--- src/rtl/mantle_cmp_stream_if.sv ---
// mantle_cmp_stream_if: operand/result stream for mantle_cmp_stream.
// The master drives operands and consumes the result; the slave is the comparator.
interface mantle_cmp_stream_if #(
    parameter int WIDTH = 8
);
    logic [WIDTH-1:0] I0;
    logic [WIDTH-1:0] I1;
    logic [2:0]       MODE;
    logic             I_valid;
    logic             I_ready;
    logic             O;
    logic             O_valid;
    logic             O_ready;
    modport slave (input I0, I1, MODE, I_valid, O_ready, output I_ready, O, O_valid);
    modport master (output I0, I1, MODE, I_valid, O_ready, input I_ready, O, O_valid);
endinterface

--- src/rtl/mantle_cmp_stream.sv ---
// mantle_cmp_stream: registered streaming comparator (EQ/NE/LT/LE/GT/GE) with running max of I0.
// Define MANTLE_CMP_STATS_EN to add the saturating HITS counter of true accepted results.
module mantle_cmp_stream #(
    parameter int WIDTH  = 8,
    parameter bit SIGNED = 1'b1,
    parameter int CNT_W  = 16
) (
    input  logic               CLK,
    input  logic               ASYNCRESETN,
    mantle_cmp_stream_if.slave s,
    input  logic               CLR,
    output logic [WIDTH-1:0]   MAX,
    output logic               MAX_valid
`ifdef MANTLE_CMP_STATS_EN
    ,
    output logic [CNT_W-1:0]   HITS
`endif
);
    logic accept, eq, lt, gt_max, res;
    assign s.I_ready = !s.O_valid || s.O_ready;
    assign accept    = s.I_valid && s.I_ready;
    assign eq        = s.I0 == s.I1;
    assign lt        = SIGNED ? ($signed(s.I0) < $signed(s.I1)) : (s.I0 < s.I1);
    assign gt_max    = SIGNED ? ($signed(s.I0) > $signed(MAX)) : (s.I0 > MAX);
    always_comb begin
        case (s.MODE)
            3'd0:    res = eq;
            3'd1:    res = !eq;
            3'd2:    res = lt;
            3'd3:    res = lt || eq;
            3'd4:    res = !(lt || eq);
            3'd5:    res = !lt;
            default: res = 1'b0;
        endcase
    end
    always_ff @(posedge CLK or negedge ASYNCRESETN) begin
        if (!ASYNCRESETN) begin
            s.O       <= 1'b0;
            s.O_valid <= 1'b0;
        end else if (accept) begin
            s.O       <= res;
            s.O_valid <= 1'b1;
        end else if (s.O_ready) begin
            s.O_valid <= 1'b0;
        end
    end
    // CLR together with an accept restarts the sequence at this sample
    always_ff @(posedge CLK or negedge ASYNCRESETN) begin
        if (!ASYNCRESETN) begin
            MAX       <= '0;
            MAX_valid <= 1'b0;
        end else if (accept) begin
            if (!MAX_valid || CLR || gt_max) MAX <= s.I0;
            MAX_valid <= 1'b1;
        end else if (CLR) begin
            MAX_valid <= 1'b0;
        end
    end
`ifdef MANTLE_CMP_STATS_EN
    always_ff @(posedge CLK or negedge ASYNCRESETN) begin
        if (!ASYNCRESETN) HITS <= '0;
        else if (accept && res) HITS <= CLR ? CNT_W'(1) : (&HITS ? HITS : HITS + CNT_W'(1));
        else if (CLR) HITS <= '0;
    end
`else
    localparam int cnt_w_unused = CNT_W;
`endif
endmodule

--- src/flat_wrapper.sv ---
// flat-port wrapper written by rule: the top's interface ports become plain ports
module mantle_cmp_stream_flat 
#(
    parameter int WIDTH  = 8,
    parameter bit SIGNED = 1'b1,
    parameter int CNT_W  = 16
)
  (CLK, ASYNCRESETN, CLR, MAX, MAX_valid, s_I0, s_I1, s_MODE, s_I_valid, s_O_ready, s_I_ready, s_O, s_O_valid);
  mantle_cmp_stream_if #(.WIDTH(WIDTH)) s_i ();
  input  logic CLK;
  input  logic ASYNCRESETN;
  input  logic CLR;
  output logic [WIDTH-1:0] MAX;
  output logic MAX_valid;
  input wire logic [$bits(s_i.I0)-1:0] s_I0;
  input wire logic [$bits(s_i.I1)-1:0] s_I1;
  input wire logic [$bits(s_i.MODE)-1:0] s_MODE;
  input wire logic [$bits(s_i.I_valid)-1:0] s_I_valid;
  input wire logic [$bits(s_i.O_ready)-1:0] s_O_ready;
  output wire logic [$bits(s_i.I_ready)-1:0] s_I_ready;
  output wire logic [$bits(s_i.O)-1:0] s_O;
  output wire logic [$bits(s_i.O_valid)-1:0] s_O_valid;
  assign s_i.I0 = s_I0;
  assign s_i.I1 = s_I1;
  assign s_i.MODE = s_MODE;
  assign s_i.I_valid = s_I_valid;
  assign s_i.O_ready = s_O_ready;
  assign s_I_ready = s_i.I_ready;
  assign s_O = s_i.O;
  assign s_O_valid = s_i.O_valid;
  mantle_cmp_stream #(.WIDTH(WIDTH), .SIGNED(SIGNED), .CNT_W(CNT_W)) u_core (.CLK(CLK), .ASYNCRESETN(ASYNCRESETN), .s(s_i), .CLR(CLR), .MAX(MAX), .MAX_valid(MAX_valid));
endmodule
--- config.mk ---
export PLATFORM = sky130hd
export DESIGN_NAME = mantle_cmp_stream_flat
export DESIGN_NICKNAME = d
export VERILOG_FILES = /design/src/rtl/mantle_cmp_stream_if.sv /design/src/rtl/mantle_cmp_stream.sv /design/src/flat_wrapper.sv
export SDC_FILE = /design/constraint.sdc
export NUM_CORES = 1
export LEC_CHECK = 0
export CAP_MARGIN = 20
export CORE_MARGIN = 10
export CORE_UTILIZATION = 34
export DETAILED_ROUTE_END_ITERATION = 10
export HOLD_SLACK_MARGIN = 0.12
export PLACE_DENSITY_LB_ADDON = 0.25
export SLEW_MARGIN = 0
export SYNTH_ARGS = -nofsm -noshare
export SYNTH_HDL_FRONTEND = slang
export SYNTH_SLANG_ARGS = --single-unit
export TNS_END_PERCENT = 5
--- constraint.sdc ---
create_clock -name CLK -period 5.4 [get_ports CLK]
set_clock_uncertainty 0.2 [all_clocks]
set_input_delay 0.81 -clock CLK [delete_from_list [all_inputs] [get_ports CLK]]
set_output_delay 0.81 -clock CLK [all_outputs]
set_load 0.01 [all_outputs]
==> qor.json, run 1 <==
{
  "fin_area": {"value": 1320, "unit": "um2"},
  "drv.max_cap_violation_count": {"value": 0},
  "die_h": {"value": 71.5, "unit": "um"},
  "cts_tree": {"value": "built"},
  "route.vias.total": {"value": 790},
  "die_x": {"value": 71.5, "unit": "um"},
  "worstSetupStartpointType": {"value": "input port"},
  "ys.warnings.count": {"value": 0},
  "detail_route.vias_per_cell": {"value": 4.85},
  "hold-worst-slack": {"value": 0.326, "unit": "ns"},
  "maximum_number_of_pins_on_one_net_before_global_route_repair": {"value": 12},
  "timing.critical_path.fanout_max": {"value": 4},
  "drt_iter0_markers": {"value": 10},
  "antenna_violating_nets_post_route": {"value": 0},
  "synth_register_bits": {"value": 11},
  "finalPower": {"value": 0.000366, "unit": "W"},
  "synthesized_netlist_net_count": {"value": 134},
  "ff2ff_path_depth": {"value": 7},
  "cp.arrival": {"value": 1.95, "unit": "ns"},
  "drive_above_1_share": {"value": 0.105},
  "highest_clock_rate": {"value": 338, "unit": "MHz"},
  "route.detailed.drc": {"value": 0},
  "synth.lib_cells_used.distinct": {"value": 26},
  "coreArea": {"value": 2500, "unit": "um2"},
  "synth_ff_type": {"value": "sky130_fd_sc_hd__dfrtp_1"},
  "cp_data_required_time": {"value": 4.39, "unit": "ns"},
  "synth.yosys.seq_area_share": {"value": 0.305},
  "timing.critical_path.to_type": {"value": "output pin"},
  "cts_inserted_buffers": {"value": 3},
  "gpl.final_weighted_congestion": {"value": 0.831},
  "placement.io_buffers": {"value": 35},
  "detail_route.wirelength": {"value": 2.27, "unit": "mm"},
  "final-max-slew-violation-count": {"value": 0},
  "min_path_type": {"value": "register to register"},
  "grt_setup_unrepaired": {"value": "false"},
  "wl_per_cell": {"value": 13.9, "unit": "um"},
  "synth_edf_count": {"value": 0},
  "clock_insertion_delay_worst_skew": {"value": 0.26, "unit": "ns"},
  "area_growth_syn_to_layout": {"value": 45.8, "unit": "%"},
  "path_class": {"value": "input port to output pin"},
  "hold_path_cell_cnt": {"value": 2},
  "irDropWorstVdd": {"value": 252, "unit": "uV"},
  "worstMarginPinSlew": {"value": 0.494, "unit": "ns"},
  "post-dp-hpwl": {"value": 1.96, "unit": "mm"},
  "clock_tree.htree_level_count": {"value": 1},
  "setup_viol_count_final": {"value": 0},
  "powerDensity": {"value": 278, "unit": "nW/um2"},
  "netlist_instances": {"value": 94},
  "timing.final.crit_period": {"value": 2.96, "unit": "ns"},
  "cts_sinks": {"value": 11},
  "cts.repair.resized": {"value": 0},
  "insertedDiodeCount": {"value": 0},
  "period_share": {"value": 0.548},
  "fp.dieArea": {"value": 5120, "unit": "um2"},
  "report.final.hold_viol_count": {"value": 0},
  "clk_transition_reported_paths": {"value": 0.07, "unit": "ns"},
  "finalSetupTns": {"value": 0, "unit": "ns"},
  "outcome": {"value": "finished clean"},
  "syn_area": {"value": 903, "unit": "um2"},
  "first_global_vias": {"value": 861},
  "fp-row-count": {"value": 18},
  "post-cts-setup-buffers": {"value": 0},
  "number_of_antenna_violations_at_the_first_check_in_global_routing": {"value": 0},
  "clock_tree.buffer_depth": {"value": 2},
  "design.final.nets": {"value": 174},
  "post_place_cell_area": {"value": 1290, "unit": "um2"},
  "leakagePower": {"value": 0.609, "unit": "nW"},
  "wire_length_of_the_first_global_routing_pass": {"value": 3.93, "unit": "mm"},
  "dr.pass1.iters": {"value": 2},
  "design.portCount": {"value": 36},
  "start_util": {"value": 0.361},
  "clock-root-buffer": {"value": "sky130_fd_sc_hd__clkbuf_4"},
  "hold_buffers": {"value": 0},
  "grt_usage": {"value": 0.0928},
  "grt_remaining_overflow": {"value": 0},
  "synth.avg_cell_area": {"value": 9.61, "unit": "um2"},
  "relSlewSlack": {"value": 0.670},
  "postSynth.asyncResetShare": {"value": 1.00}
}
[report_power, final]
part | internal [W] | leakage (nW) | switching [W]
Clock | 0.0000286 | 0.0150 | 0.0000261
Combinational | 0.000109 | 0.466 | 0.0000807
Sequential | 0.000105 | 0.128 | 0.0000169
[worst max-delay path: stages]
cell                              delay [ns]
sky130_fd_sc_hd__clkdlybuf4s50_1        0.45
sky130_fd_sc_hd__nand2b_2               0.14
sky130_fd_sc_hd__clkdlybuf4s50_1        0.54
[layout by cell type, fill, tap and decap left out, drive strengths merged, types with 3 or more instances in the layout]
cell type      count
dfrtp             11
a21oi              6
mux2               8
nor2b              3
clkbuf             4
ha                16
nand2b             4
nand2              6
clkdlybuf4s50     35
nand4              4
inv               18
[stage by stage]
step,util,worst slack [ns],std cells
after floorplan,-,2.80,94
after global placement,0.517,2.23,159
after detailed placement,0.517,2.17,159
after CTS,0.527,2.43,163
after global routing,0.527,2.39,163
final,0.527,2.44,163
[state kept, by name, indices dropped and copies added (netlist names)]
| register | count |
|---|---|
| u_core.MAX | 8 |
| u_core.MAX_valid | 1 |
| u_core.s.O | 1 |
| u_core.s.O_valid | 1 |
[cells by family after synthesis]
family | share of synthesized area
and+or+nand+nor | 0.158
DFF | 0.305
AOI/OAI and AO/OA | 0.141
adders and majority gates | 0.222
muxes | 0.0997
buffers and inverters | 0.0748
[final timing paths]
check	startpoint	to	slack, ns
max reg2reg	u_core.MAX[7]$_DFFE_PN0P_	u_core.MAX[3]$_DFFE_PN0P_	3.07
max in group asynchronous	ASYNCRESETN	u_core.MAX[4]$_DFFE_PN0P_	3.99
max	s_O_ready	s_I_ready	2.44
min	u_core.s.O$_DFFE_PN0P_	u_core.s.O$_DFFE_PN0P_	0.33
min in group asynchronous	ASYNCRESETN	u_core.s.O$_DFFE_PN0P_	0.68
min reg2reg	u_core.s.O$_DFFE_PN0P_	u_core.s.O$_DFFE_PN0P_	0.33
[final cells by class]
type	instances	area [um2]
clock buffers	4	26.3
multi-input cells	65	561
well taps	30	37.5
inverters	18	67.6
fillers	242	1180
repair buffers	35	350
flip-flops and latches	11	275
[layer usage]
layer,wire length (um),track usage,share of wire
met5,0,0,0
met4,6,0.0129,0.0026
met3,181,0.0496,0.080
met2,1110,0.159,0.49
met1,968,0.101,0.43
[synthesized netlist by cell type, types with 2 or more instances]
cell | number | share of area
sky130_fd_sc_hd__o21ai_0 | 2 | 0.011
sky130_fd_sc_hd__nor2b_1 | 3 | 0.021
sky130_fd_sc_hd__nand4_1 | 4 | 0.028
sky130_fd_sc_hd__dfrtp_1 | 11 | 0.30
sky130_fd_sc_hd__a21oi_1 | 5 | 0.028
sky130_fd_sc_hd__nand2b_1 | 3 | 0.021
sky130_fd_sc_hd__inv_1 | 18 | 0.075
sky130_fd_sc_hd__nand2_1 | 6 | 0.025
sky130_fd_sc_hd__or3_1 | 2 | 0.014
sky130_fd_sc_hd__ha_1 | 16 | 0.22
sky130_fd_sc_hd__nor2_1 | 2 | 0.0083
sky130_fd_sc_hd__mux2_2 | 8 | 0.10
Note: power is estimated with default switching activity, not from simulation.
==> run 2: changes to the inputs <==
==> constraint.sdc (replaced) <==
create_clock -name CLK -period 3.1 [get_ports CLK]
set_clock_uncertainty 0.2 [all_clocks]
set_input_delay 0.465 -clock CLK [delete_from_list [all_inputs] [get_ports CLK]]
set_output_delay 0.465 -clock CLK [all_outputs]
set_load 0.01 [all_outputs]
==> results of run 2 <==
Same layout as run 1 (identical final DEF). Status: finished clean.
Among the figures that moved: setup slack after placement 2.17 ns -> 0.215 ns; setup slack after layout 2.44 ns -> 0.511 ns; start point of the critical path s_O_ready -> s_I0[7]; end point of the critical path s_I_ready -> u_core.MAX[3]$_DFFE_PN0P_; register-to-register setup slack 3.07 ns -> 0.77 ns; total power 0.000366 W -> 0.000638 W; worst IR drop on VDD 252 uV -> 439 uV
==> variant 1 (flow settings as in run 2) <==
`WIDTH` is set to 8 in 3 places; all go to 9.
--- a/src/rtl/mantle_cmp_stream_if.sv
+++ b/src/rtl/mantle_cmp_stream_if.sv
@@ -3,3 +3,3 @@
 interface mantle_cmp_stream_if #(
-    parameter int WIDTH = 8
+    parameter int WIDTH = 9
 );
--- a/src/rtl/mantle_cmp_stream.sv
+++ b/src/rtl/mantle_cmp_stream.sv
@@ -3,3 +3,3 @@
 module mantle_cmp_stream #(
-    parameter int WIDTH  = 8,
+    parameter int WIDTH  = 9,
     parameter bit SIGNED = 1'b1,
--- a/src/flat_wrapper.sv
+++ b/src/flat_wrapper.sv
@@ -3,3 +3,3 @@
 #(
-    parameter int WIDTH  = 8,
+    parameter int WIDTH  = 9,
     parameter bit SIGNED = 1'b1,
Ports: changed (resized MAX, s_I0 and s_I1); port bits go from 36 to 39. No check against the original RTL was run, so the function may have changed too.
==> variant 1 against run 2 <==
Area after synthesis increased by 20%. Critical path depth is 2 higher. Register-to-register slack gained 50 ps. Die area is 14% higher. Total power fell by 3.2%. Setup slack got worse by 59 ps. Count of clock-buffer cells in the layout did not move. Highest routed layer unchanged. First-iteration DRC count rose to 3.5 times the old value. Cell area up 18%. Critical endpoint is now u_core.s.O. Critical path type unchanged. Largest power group unchanged. Sequential cell count is 1 higher. Final cell count up 25%. Sequential power down 3%. Wire length grew 26%.
==> variant 1: results (changes against run 2) <==
| Metric | Value |
|---|---|
| Crit path DAT | 2620 ps (+80 ps) |
| Worst-Skew Late Latency | 280 ps (+20 ps) |
| 1st-iter DRT viols | 35 (+25) |
| Dpl cells | 200 (+26%) |
| Status | finished clean |
| Register area share after synthesis | 27.6% (-2.9 points) |
| Min-Delay Path Class | flop to flop |
| Via count | 988 (+25%) |
| Vias in the first global route | 1,044 (+21%) |
| Number of flip-flops in the largest register | 9 (+1) |
| Synthesized Nets | 162 (+21%) |
| Synth unique cells | 35 (+35%) |
| Final WL | 2.85 mm (+26%) |
| Total track usage | 10.2% (+0.95 points) |
| GP Congestion | 0.854 (+2.8%) |
| Peak fanout along the critical path | 10 (+2) |
| Fillers | 320 (+32%) |
| Synth top cells by count | ha_1 (18), inv_1 (18), dfrtp_1 (12) |
| First-pass iteration count of the detailed router | 4 (+2) |
| Initial antenna violation count | 0 (unchanged) |
| Leak | 0.701 nW (+15%) |
| Fin nets | 205 (+18%) |
| Share of cells above drive strength 1 | 13.1% (+2.6 points) |
| Main area contributors after synthesis | dfrtp_1 (28%), ha_1 (21%), mux2_2 (9.3%), inv_1 (6.2%), nand2b_1 (2.9%) |
| Ys Warns | 0 (unchanged) |
| Avg Inst Size Synth | 9.21 um^2 (-4.1%) |
| Placed Instance Area | 1520 um^2 (+18%) |
| Max_slew headroom | 61.6% (-5.3 points) |
| Wire per inst | 14.0 um (+0.30%) |
| Most flops, register | u_core.MAX |
| Peak VDD IR | 0.197 mV (-55%) |
| I/O Buffers | 38 (+8.6%) |
| HPWL after detailed placement | 2.42 mm (+23%) |
| Share of synthesized registers carrying an async set or reset | 100% (unchanged) |
==> variant 1: layout make-up <==
cell class,instances,area (um^2),share of cell area (%)
inverter,18,67.6,4.33
tap,44,55.1,3.53
multi-input combinational,86,704,45.2
sequential,12,300,19.3
clock buffer,4,36.3,2.33
timing repair buffer,40,395,25.4
==> variant 1: final timing paths <==
check | from | endpoint | slack [ps] | cells past startpoint
worst max-delay path | s_I1[8] | u_core.s.O | 450 | 9
worst min-delay path | u_core.MAX[6] | u_core.MAX[6] | 340 | 1
worst max register to register | u_core.MAX[1] | u_core.MAX[7] | 820 | 9
worst min register to register | u_core.MAX[6] | u_core.MAX[6] | 340 | 1
max in group asynchronous | ASYNCRESETN | u_core.MAX[6] | 1970 | 1
min in group asynchronous | ASYNCRESETN | u_core.MAX[1] | 350 | 1
==> variant 1: critical path, cell delays in order <==
cell and delay, ps:
clkdlybuf4s50_1 450, inv_1 40, ha_1 470, nand4_4 150
nor3_1 400, xnor2_1 170, o21a_1 140, o211ai_1 90
o31a_1 240
==> variant 1: cells by family after synthesis <==
family	Yosys count	synth area share [%]
XOR/XNOR	1	0.806
buffers and inverters	20	7.59
flip-flops	12	27.6
AND/OR/NAND/NOR	37	19.9
AO/OA/AOI/OAI	21	14.0
adder cells (fa/ha/maj)	18	20.7
multiplexers	9	9.32
==> variant 1: metal layers <==
metal | global-route usage (%) | vias to the layer above | part of all wire (%)
met2 | 15.9 | 37 | 45
met1 | 12.3 | 443 | 46
met4 | 2.79 | 0 | 0.42
met3 | 4.83 | 4 | 7.9
met5 | 0 | - | 0
li1 | - | 504 | -
==> variant 1: where the power goes <==
part	switching [mW]	leakage, nW	internal, mW	total, mW
registers	0.0215	0.140	0.186	0.207
clock network	0.0551	0.0210	0.0715	0.127
logic	0.123	0.540	0.161	0.284
total	0.200	0.701	0.418	0.618
==> variant 2 (flow settings as in run 2) <==
Without the edit above. `SIGNED` is set to 1'b1 in 2 places; all go to 1'b0.
--- a/src/rtl/mantle_cmp_stream.sv
+++ b/src/rtl/mantle_cmp_stream.sv
@@ -4,3 +4,3 @@
     parameter int WIDTH  = 8,
-    parameter bit SIGNED = 1'b1,
+    parameter bit SIGNED = 1'b0,
     parameter int CNT_W  = 16
--- a/src/flat_wrapper.sv
+++ b/src/flat_wrapper.sv
@@ -4,3 +4,3 @@
     parameter int WIDTH  = 8,
-    parameter bit SIGNED = 1'b1,
+    parameter bit SIGNED = 1'b0,
     parameter int CNT_W  = 16
Behaviour: not the same (Yosys sat finds a counterexample within 4 cycles, from zero or initial values and one cycle with ASYNCRESETN low).
==> variant 2 against run 2 <==
Sequential cell count unchanged. Largest power group unchanged. Register-to-register slack improved by 120 ps. Global-route usage increased by 0.14 points. Area after synthesis decreased by 2.8%. Total power decreased by 16%. Setup slack improved by 100 ps. Wire length increased by 0.35%. Cell area decreased by 0.76%. Count of clock-buffer cells in the layout unchanged.
==> variant 2: results (changes against run 2) <==
| Metric | Value |
|---|---|
| Status | finished clean |
| Ys Warns | 0 (unchanged) |
| Crit path DAT | 2450 ps (-90 ps) |
| 1st-iter DRT viols | 12 (+2) |
| HPWL after detailed placement | 2.01 mm (+2.4%) |
| Fin nets | 173 (-0.57%) |
| Final WL | 2.28 mm (+0.35%) |
| Critical Path Sink | u_core.MAX[2] |
| FF-to-FF Start | u_core.MAX[2] |
| Avg Inst Size Synth | 9.65 um^2 (+0.44%) |
| Total track usage | 9.42% (+0.14 points) |
| Global-route wire length before repair | 3.84 mm (-2.1%) |
| Dpl cells | 158 (-0.63%) |
| First-pass iteration count of the detailed router | 4 (+2) |
| Worst slack, placed | 335 ps (+121 ps) |
| GP Congestion | 0.795 (-4.3%) |
| Crit-path max cell delay | 460 ps (about the same) |
| R2R depth | 8 (+1) |
| Wire per inst | 14.0 um (+0.97%) |
| Register area share after synthesis | 31.3% (+0.87 points) |
| Slack of the critical path | 614 ps (+103 ps) |
| Final Hold Fails | 0 (unchanged) |
| Share of synthesized registers carrying an async set or reset | 100% (unchanged) |
| Synthesized Nets | 131 (-2.2%) |
| Initial antenna violation count | 0 (unchanged) |
| Leak | 0.607 nW (-0.41%) |
| Peak fanout along the critical path | 4 (-4) |
| Vias in the first global route | 854 (-0.81%) |
| Worst-Skew Late Latency | 290 ps (+30 ps) |
| Post-CTS Setup Bufs | 0 (unchanged) |
| Via density | 4.97 (+2.5%) |
| Reg2Reg Setup Slack | 890 ps (+120 ps) |
| Synth top cells by count | inv_1 (17), ha_1 (16), dfrtp_1 (11) |
| CP delay by family, top | compound AO/OA/AOI/OAI gates |
| Main area contributors after synthesis | dfrtp_1 (31%), ha_1 (23%), mux2_2 (10%), inv_1 (7.3%), a21oi_1 (4.0%) |
| Share of cells above drive strength 1 | 11.4% (+0.84 points) |
| Synth unique cells | 21 (-19%) |
| Fillers | 253 (+4.5%) |
| Peak VDD IR | 0.221 mV (-50%) |
| CP startpoint | s_I0[2] |
| CTS Root Cell | clkbuf_4 |
| Actual slew at the worst max-slew pin | 498 ps (+4.30 ps) |
| Most flops, register | u_core.MAX |
| Placed Instance Area | 1280 um^2 (-0.78%) |
| Number of H-tree levels | 1 (unchanged) |
| FF/Latch Area | 275 um^2 (unchanged) |
-- variant 2: changes by cell type after synthesis, moves of 2 or more --
cell / run 2 / this run
a21oi_1: 5 / 7
nand4b_1: 0 / 2
nor2b_1: 3 / 1
or3_1: 2 / 0
-- variant 2: metal layers --
metal	up-vias	share of wire [%]	track usage [%]
li1	401	-	-
met2	17	53	16.5
met5	-	0	0
met4	0	3.2	7.10
met3	5	3.6	1.67
met1	382	40	9.73
-- variant 2: worst min path at each step --
stage / startpoint / cells after the start / end / slack, ps
after floorplan: ASYNCRESETN / 0 / u_core.MAX[0] / -30
after global placement: u_core.MAX[7] / 1 / u_core.MAX[7] / 310
after detailed placement: u_core.s.O / 2 / u_core.s.O / 310
after CTS: ASYNCRESETN / 1 / u_core.MAX[7] / 330
after global routing: u_core.s.O / 2 / u_core.s.O / 350
final: ASYNCRESETN / 1 / u_core.MAX[7] / 310
-- variant 2: cells by family (layout without fill, tap and decap cells) --
kind of cell	count (synthesis)	after routing	synth area share (%)
and+or+nand+nor	22	22	13.8
buffers and inverters	17	58	7.26
AOI/OAI and AO/OA	16	16	13.5
xor gates and xnor gates	1	1	0.997
DFF	11	11	31.3
adders and majority gates	16	16	22.8
muxes	8	8	10.3
-- variant 2: power by group --
group          internal [mW]  switching [mW]  total, mW
registers              0.171          0.0190      0.190
clock network         0.0501          0.0557      0.106
logic                  0.139           0.102      0.241
total                  0.360           0.177      0.537
-- variant 2: final cells by class --
class / count / share of cell area (%)
inverter: 17 / 4.88
sequential: 11 / 21.1
clock buffer: 4 / 2.01
timing repair buffer: 37 / 27.9
multi-input combinational: 63 / 41.2
tap: 30 / 2.87
-- variant 2: worst reg2reg max path: stages (launching register included) --
cell	delay [ps]
dfrtp_1	370
inv_1	50
ha_1	300
a21o_1	190
a21oi_1	140
a21oi_1	110
o41ai_4	230
buf_4	190
mux2_2	330
